$ cat src/rtl/ov_frame_reader_if.sv
// rtl/ov_frame_reader_if.sv - pixel FIFO push port between the camera frame reader and the VGA pixel FIFO
interface ov_frame_reader_if;
  logic        wrreq;
  logic [15:0] data;
  logic        full;
  logic        line_end;
  logic        frame_done;

  modport master (output wrreq, data, line_end, frame_done, input full);
  modport slave  (input wrreq, data, line_end, frame_done, output full);
endinterface

$ cat src/rtl/ov_frame_reader.sv
// rtl/ov_frame_reader.sv - arms one AL422B frame per VSYNC, then drains it as RGB565 words into the pixel FIFO
module ov_frame_reader #(
  parameter int H_ACT       = 320,
  parameter int V_ACT       = 240,
  parameter int WRST_CYCLES = 4,
  parameter int RRST_CYCLES = 4
) (
  input  logic              i_clk,
  input  logic              i_rst,
  input  logic              i_cfg_done,
  input  logic              i_ov_vsync,
  input  logic [7:0]        i_ov_data,
  output logic              o_ov_wrst,
  output logic              o_ov_wen,
  output logic              o_ov_rrst,
  output logic              o_ov_rclk,
  output logic              o_busy,
  ov_frame_reader_if.master pix
);
  localparam int XW   = (H_ACT > 1) ? $clog2(H_ACT) : 1;
  localparam int YW   = (V_ACT > 1) ? $clog2(V_ACT) : 1;
  localparam int CMAX = (WRST_CYCLES > 2 * RRST_CYCLES) ? WRST_CYCLES : 2 * RRST_CYCLES;
  localparam int CW   = $clog2(CMAX + 1);
  localparam logic [CW-1:0] WRST_LAST = CW'(WRST_CYCLES - 1);
  localparam logic [CW-1:0] RRST_LAST = CW'(2 * RRST_CYCLES - 1);
  localparam logic [XW-1:0] X_LAST    = XW'(H_ACT - 1);
  localparam logic [YW-1:0] Y_LAST    = YW'(V_ACT - 1);

  typedef enum logic [2:0] {
    S_IDLE, S_WAIT_VS, S_WRST, S_CAPTURE, S_RRST, S_READ, S_DONE
  } state_t;

  state_t        r_state, w_state;
  logic          r_vs_meta, r_vs_sync, r_vs_d;
  logic [CW-1:0] r_cnt, w_cnt;
  logic [1:0]    r_ph, w_ph;
  logic          r_stall, w_stall;
  logic [7:0]    r_hi, w_hi;
  logic [XW-1:0] r_x, w_x;
  logic [YW-1:0] r_y, w_y;
  logic          r_wrst, w_wrst, r_wen, w_wen, r_rrst, w_rrst, r_rclk, w_rclk;
  logic          r_wrreq, w_wrreq, r_line_end, w_line_end, r_frame_done, w_frame_done;
  logic          r_busy, w_busy;
  logic [15:0]   r_data, w_data;
  logic          w_vs_rise;
  logic          w_start;

  assign w_vs_rise = r_vs_sync & ~r_vs_d;

  // Every output is registered from its next-state value, so pins never glitch on state decode.
  always_comb begin
    w_state      = r_state;
    w_cnt        = r_cnt;
    w_ph         = r_ph;
    w_stall      = r_stall;
    w_hi         = r_hi;
    w_x          = r_x;
    w_y          = r_y;
    w_wrst       = 1'b1;
    w_rrst       = 1'b1;
    w_rclk       = 1'b0;
    w_wrreq      = 1'b0;
    w_data       = r_data;
    w_line_end   = 1'b0;
    w_frame_done = 1'b0;
    w_start      = 1'b0;

    unique case (r_state)
      S_IDLE: begin
        if (i_cfg_done) w_state = S_WAIT_VS;
      end
      S_WAIT_VS: begin
        if (w_vs_rise) begin
          w_state = S_WRST;
          w_cnt   = '0;
          w_wrst  = 1'b0;
        end
      end
      S_WRST: begin
        if (r_cnt == WRST_LAST) begin
          w_state = S_CAPTURE;
        end else begin
          w_cnt  = r_cnt + CW'(1);
          w_wrst = 1'b0;
        end
      end
      S_CAPTURE: begin
        if (w_vs_rise) begin
          w_state = S_RRST;
          w_cnt   = '0;
          w_rclk  = 1'b1;
          w_rrst  = 1'b0;
        end
      end
      // Even counts are RCLK high phases; RRST releases on the final low phase.
      S_RRST: begin
        if (r_cnt == RRST_LAST) begin
          w_state = S_READ;
          w_cnt   = '0;
          w_start = 1'b1;
        end else begin
          w_cnt  = r_cnt + CW'(1);
          w_rclk = ~w_cnt[0];
          w_rrst = (w_cnt == RRST_LAST);
        end
      end
      S_READ: begin
        if (r_stall) begin
          w_start = 1'b1;
        end else begin
          unique case (r_ph)
            2'd0: w_ph = 2'd1;
            2'd1: begin
              w_hi   = i_ov_data;
              w_ph   = 2'd2;
              w_rclk = 1'b1;
            end
            2'd2: w_ph = 2'd3;
            default: begin
              w_wrreq = 1'b1;
              w_data  = {r_hi, i_ov_data};
              if (r_x == X_LAST) begin
                w_line_end = 1'b1;
                w_x        = '0;
                if (r_y == Y_LAST) begin
                  w_state = S_DONE;
                end else begin
                  w_y     = r_y + YW'(1);
                  w_start = 1'b1;
                end
              end else begin
                w_x     = r_x + XW'(1);
                w_start = 1'b1;
              end
            end
          endcase
        end
      end
      S_DONE: begin
        w_frame_done = 1'b1;
        w_x          = '0;
        w_y          = '0;
        w_state      = S_WAIT_VS;
      end
      default: w_state = S_IDLE;
    endcase

    // Pixel boundary: a full downstream FIFO parks RCLK low before any byte of the next pixel.
    if (w_start) begin
      if (pix.full) begin
        w_stall = 1'b1;
        w_rclk  = 1'b0;
      end else begin
        w_stall = 1'b0;
        w_ph    = 2'd0;
        w_rclk  = 1'b1;
      end
    end

    w_wen  = (w_state == S_WRST) || (w_state == S_CAPTURE);
    w_busy = (w_state != S_IDLE) && (w_state != S_WAIT_VS);
  end

  always_ff @(posedge i_clk) begin
    if (i_rst) begin
      r_state      <= S_IDLE;
      r_vs_meta    <= 1'b0;
      r_vs_sync    <= 1'b0;
      r_vs_d       <= 1'b0;
      r_cnt        <= '0;
      r_ph         <= 2'd0;
      r_stall      <= 1'b0;
      r_hi         <= 8'h00;
      r_x          <= '0;
      r_y          <= '0;
      r_wrst       <= 1'b1;
      r_wen        <= 1'b0;
      r_rrst       <= 1'b1;
      r_rclk       <= 1'b0;
      r_wrreq      <= 1'b0;
      r_data       <= 16'h0000;
      r_line_end   <= 1'b0;
      r_frame_done <= 1'b0;
      r_busy       <= 1'b0;
    end else begin
      r_state      <= w_state;
      r_vs_meta    <= i_ov_vsync;
      r_vs_sync    <= r_vs_meta;
      r_vs_d       <= r_vs_sync;
      r_cnt        <= w_cnt;
      r_ph         <= w_ph;
      r_stall      <= w_stall;
      r_hi         <= w_hi;
      r_x          <= w_x;
      r_y          <= w_y;
      r_wrst       <= w_wrst;
      r_wen        <= w_wen;
      r_rrst       <= w_rrst;
      r_rclk       <= w_rclk;
      r_wrreq      <= w_wrreq;
      r_data       <= w_data;
      r_line_end   <= w_line_end;
      r_frame_done <= w_frame_done;
      r_busy       <= w_busy;
    end
  end

  assign o_ov_wrst      = r_wrst;
  assign o_ov_wen       = r_wen;
  assign o_ov_rrst      = r_rrst;
  assign o_ov_rclk      = r_rclk;
  assign o_busy         = r_busy;
  assign pix.wrreq      = r_wrreq;
  assign pix.data       = r_data;
  assign pix.line_end   = r_line_end;
  assign pix.frame_done = r_frame_done;
endmodule
$ cat src/flat_wrapper.sv
// flat-port wrapper written by rule: the top's interface ports become plain ports
module ov_frame_reader_flat 
#(
  parameter int H_ACT       = 320,
  parameter int V_ACT       = 240,
  parameter int WRST_CYCLES = 4,
  parameter int RRST_CYCLES = 4
)
  (i_clk, i_rst, i_cfg_done, i_ov_vsync, i_ov_data, o_ov_wrst, o_ov_wen, o_ov_rrst, o_ov_rclk, o_busy, pix_wrreq, pix_data, pix_line_end, pix_frame_done, pix_full);
  ov_frame_reader_if pix_i ();
  input  logic i_clk;
  input  logic i_rst;
  input  logic i_cfg_done;
  input  logic i_ov_vsync;
  input  logic [7:0] i_ov_data;
  output logic o_ov_wrst;
  output logic o_ov_wen;
  output logic o_ov_rrst;
  output logic o_ov_rclk;
  output logic o_busy;
  output wire logic [$bits(pix_i.wrreq)-1:0] pix_wrreq;
  output wire logic [$bits(pix_i.data)-1:0] pix_data;
  output wire logic [$bits(pix_i.line_end)-1:0] pix_line_end;
  output wire logic [$bits(pix_i.frame_done)-1:0] pix_frame_done;
  input wire logic [$bits(pix_i.full)-1:0] pix_full;
  assign pix_wrreq = pix_i.wrreq;
  assign pix_data = pix_i.data;
  assign pix_line_end = pix_i.line_end;
  assign pix_frame_done = pix_i.frame_done;
  assign pix_i.full = pix_full;
  ov_frame_reader #(.H_ACT(H_ACT), .V_ACT(V_ACT), .WRST_CYCLES(WRST_CYCLES), .RRST_CYCLES(RRST_CYCLES)) u_core (.i_clk(i_clk), .i_rst(i_rst), .i_cfg_done(i_cfg_done), .i_ov_vsync(i_ov_vsync), .i_ov_data(i_ov_data), .o_ov_wrst(o_ov_wrst), .o_ov_wen(o_ov_wen), .o_ov_rrst(o_ov_rrst), .o_ov_rclk(o_ov_rclk), .o_busy(o_busy), .pix(pix_i));
endmodule
$ cat config.mk
export PLATFORM = sky130hd
export DESIGN_NAME = ov_frame_reader_flat
export DESIGN_NICKNAME = d
export VERILOG_FILES = /design/src/rtl/ov_frame_reader_if.sv /design/src/rtl/ov_frame_reader.sv /design/src/flat_wrapper.sv
export SDC_FILE = /design/constraint.sdc
export NUM_CORES = 1
export LEC_CHECK = 0
export CORE_AREA = 2 2 74 94
export CTS_CLUSTER_DIAMETER = 100
export DETAILED_ROUTE_END_ITERATION = 12
export DIE_AREA = 0 0 76 96
export GPL_TIMING_DRIVEN = 0
export HOLD_SLACK_MARGIN = 0.06
export PLACE_DENSITY = 0.64
export SYNTH_ARGS = -nofsm -noshare
export SYNTH_HDL_FRONTEND = slang
export SYNTH_SLANG_ARGS = --single-unit
$ cat constraint.sdc
create_clock -name i_clk -period 2.55 [get_ports i_clk]
set_clock_uncertainty 0.1 [all_clocks]
set_input_delay 0.51 -clock i_clk [delete_from_list [all_inputs] [get_ports i_clk]]
set_output_delay 0.51 -clock i_clk [all_outputs]
set_load 0.02 [all_outputs]
==> results.sh <==
export IMPL_relSlewSlack_pct=51.4
export IMPL_p_leak_uw=0.00118
export IMPL_mostFrequentLayoutCells="nand2_1, dfxtp_1, a21oi_1, clkdlybuf4s50_1"
export IMPL_antenna_found_initial=0
export IMPL_max_cap_violations=0
export IMPL_antenna_cells=0
export IMPL_synth_area_leaders="dfxtp_1, a21oi_1, nand2_1, nand3_1, o31ai_1"
export IMPL_cp_end_kind="flip-flop"
export IMPL_gp_congestion=0.873
export IMPL_cts_tree="built"
export IMPL_die_x_um=76
export IMPL_critPathKind="flip-flop to flip-flop"
export IMPL_clkSlewWorstSetupHoldPaths_ns=0.07
export IMPL_cts_root_buffer_cell="clkbuf_8"
export IMPL_cts_resized=0
export IMPL_vias=2627
export IMPL_yosys_most_used_dff="dfxtp_1"
export IMPL_drc=0
export IMPL_antenna_left=0
export IMPL_finalSetupViolCount=0
export IMPL_synth_edf_count=0
export IMPL_postCtsSetupRepairBufs=0
export IMPL_synth_cells=343
export IMPL_synth_top_area_share_pct=43.8
export IMPL_ys_seq_area_share_pct=43.8
export IMPL_nets=406
export IMPL_r2r_cells=6
export IMPL_netlist_area_sq_mm=0.00284
export IMPL_syn_num_nets=360
export IMPL_grt_pass1_wl_um=11500
export IMPL_regToRegSetupSlack_ns=0.55
export IMPL_dr_pass1_iters=5
export IMPL_rows=33
export IMPL_wire_per_inst_um=14.5
export IMPL_drive_gt1_share_pct=7.11
export IMPL_finalMaxSlewViolations=0
export IMPL_final_common_cell="nand2_1"
export IMPL_syn_area_per_cell_sq_um=8.27
export IMPL_fin_ws_ns=0.553
export IMPL_grt_max_degree=13
export IMPL_portBuffers=35
export IMPL_finalWirelength_um=6960
export IMPL_cts_buffer_depth=2
export IMPL_area_growth_pct=24.1
export IMPL_ctsHoldBuffers=0
export IMPL_status="finished, final reports clean"
export IMPL_start_util_pct=44.3
export IMPL_worstHoldPathType="flip-flop to flip-flop"
export IMPL_clk_latency_ns=0.34
export IMPL_grt_ovfl_total=0
export IMPL_dp_hpwl_um=4860
export IMPL_finalHoldViolCount=0
export IMPL_clock_sinks=62
export IMPL_critical_path_arrival_ns=2.11
export IMPL_min_path_cells=1
export IMPL_htree_levels=3
export IMPL_synth_top_cell_by_area="dfxtp_1"
export IMPL_period_minus_slack_ns=2.00
export IMPL_rsz0062_at_grt="no"
export IMPL_tightest_slew_ns=0.728
export IMPL_p_per_area_mw_per_mm2=576
export IMPL_vias_per_cell=5.46
export IMPL_grt_pass1_vias=2466
export IMPL_die_area_sq_mm=0.00730
export IMPL_crit_path_top_delay_cell="dfxtp_1"
export IMPL_drt_iter0_drc=94
export IMPL_cts_buffers=9
export IMPL_ys_async_sr_fraction_pct=0
export IMPL_ioPinCount=37
export IMPL_synth_seq_cells=62
export IMPL_min_period_over_period_pct=78.3
export IMPL_ir_drop_mv=0.385
export IMPL_max_freq_mhz=501
export IMPL_path_max_fanout=10
export IMPL_path_cells="ha_1 > and3_1 > nand4_4 > clkbuf_1 > o311ai_0 > o41ai_1"
export IMPL_core_area_sq_mm=0.00640
export IMPL_finalSetupTns_ns=0
export IMPL_dp_slack_ns=0.475
export IMPL_worstSetupStartpointType="flip-flop"
export IMPL_required_ns=2.66
export IMPL_track_usage_pct=20.1
export IMPL_yosysWarnings=0
export IMPL_synth_cell_types=48
export IMPL_max_stage_delay_ns=0.37
export IMPL_chipHeight_um=96
## cells in the mapped netlist (3+ instances only)
| cell | instances |
|---|---|
| a21oi_1 | 48 |
| a31oi_1 | 3 |
| and2_1 | 5 |
| and3_1 | 4 |
| and4b_1 | 3 |
| buf_2 | 6 |
| clkbuf_1 | 12 |
| dfxtp_1 | 62 |
| ha_1 | 4 |
| inv_1 | 6 |
| nand2_1 | 63 |
| nand2b_1 | 4 |
| nand3_1 | 12 |
| nand3b_1 | 6 |
| nand4_1 | 4 |
| nand4b_1 | 6 |
| nor2_1 | 12 |
| nor2b_1 | 8 |
| nor3_1 | 7 |
| nor3b_1 | 3 |
| o21ai_0 | 7 |
| o311ai_0 | 3 |
| o31ai_1 | 8 |
| o41ai_1 | 4 |
| or3_1 | 4 |
| or4_1 | 7 |
| xnor2_1 | 3 |
## final cells by class
type	instances	area, sq um
Inverter	6	22.5
Clock inverter	7	98.8
Buffer	20	86.3
Multi-Input combinational cell	255	1490
Tap cell	87	109
Clock buffer	9	124
Sequential cell	62	1240
Fill cell	592	2880
Timing Repair Buffer	35	350
## sequential cells by signal, summed over array words and instances, names as in the netlist
signal and flops:
u_core.r_ph 2, u_core.pix.line_end 1, u_core.r_stall 1, u_core.o_ov_rrst 1, u_core.pix.frame_done 1, u_core.pix.wrreq 1, u_core.pix.data 16, u_core.r_hi 8
u_core.r_x 9, u_core.o_ov_wen 1, u_core.r_cnt 4, u_core.o_busy 1, u_core.r_y 8, u_core.r_vs_sync 1, u_core.r_vs_d 1, u_core.r_state 3
u_core.o_ov_wrst 1, u_core.r_vs_meta 1, u_core.o_ov_rclk 1
## worst paths after layout
| kind | from | to |
|---|---|---|
| worst max-delay path | u_core.r_x[0] | u_core.r_y[5] |
| worst min-delay path | u_core.r_vs_meta | u_core.r_vs_sync |
| worst max register to register | u_core.r_x[0] | u_core.r_y[5] |
| worst min register to register | u_core.r_vs_meta | u_core.r_vs_sync |
## report_power, final
| group | internal [uW] | switching (uW) | total [uW] |
|---|---|---|---|
| Combinational | 34.7 | 46.9 | 81.6 |
| Sequential | 973 | 5.69 | 979 |
| Clock | 551 | 414 | 965 |
| Total | 1560 | 467 | 2030 |
## critical path, delay by kind of cell (launching register included)
family	cells	cell delay, ns
and+or+nand+nor	2	0.43
DFF	1	0.37
AOI/OAI and AO/OA	2	0.49
adders and majority gates	1	0.22
buffers and inverters	1	0.25
## cells by family (layout without fill, tap and decap cells)
family | after synthesis | after routing | synth area share (%)
simple gates | 158 | 158 | 30.1
compound gates | 88 | 88 | 18.9
flops | 62 | 62 | 43.8
buf+inv | 26 | 77 | 3.84
xor+xnor | 5 | 5 | 1.54
fa+ha+maj | 4 | 4 | 1.77
## routing by layer
metal	vias up	share of wire [%]	track usage (%)
met5	-	0	0
met4	0	2.7	12.0
met3	13	3.3	3.94
met2	62	47	33.3
met1	1219	47	24.4
li1	1333	-	-
## through the flow
stage	util, %	std cells	cell area (sq um)	hold WS (ns)	total power [uW]
after floorplan	-	343	2840	0.314	1040
after global placement	51.5	465	3290	0.316	1080
after detailed placement	51.5	465	3290	0.333	1080
after CTS	55.0	481	3520	0.350	2040
after global routing	55.0	481	3520	0.366	2100
final	55.0	481	3520	0.345	2030
(Power assumes the default switching activity.)
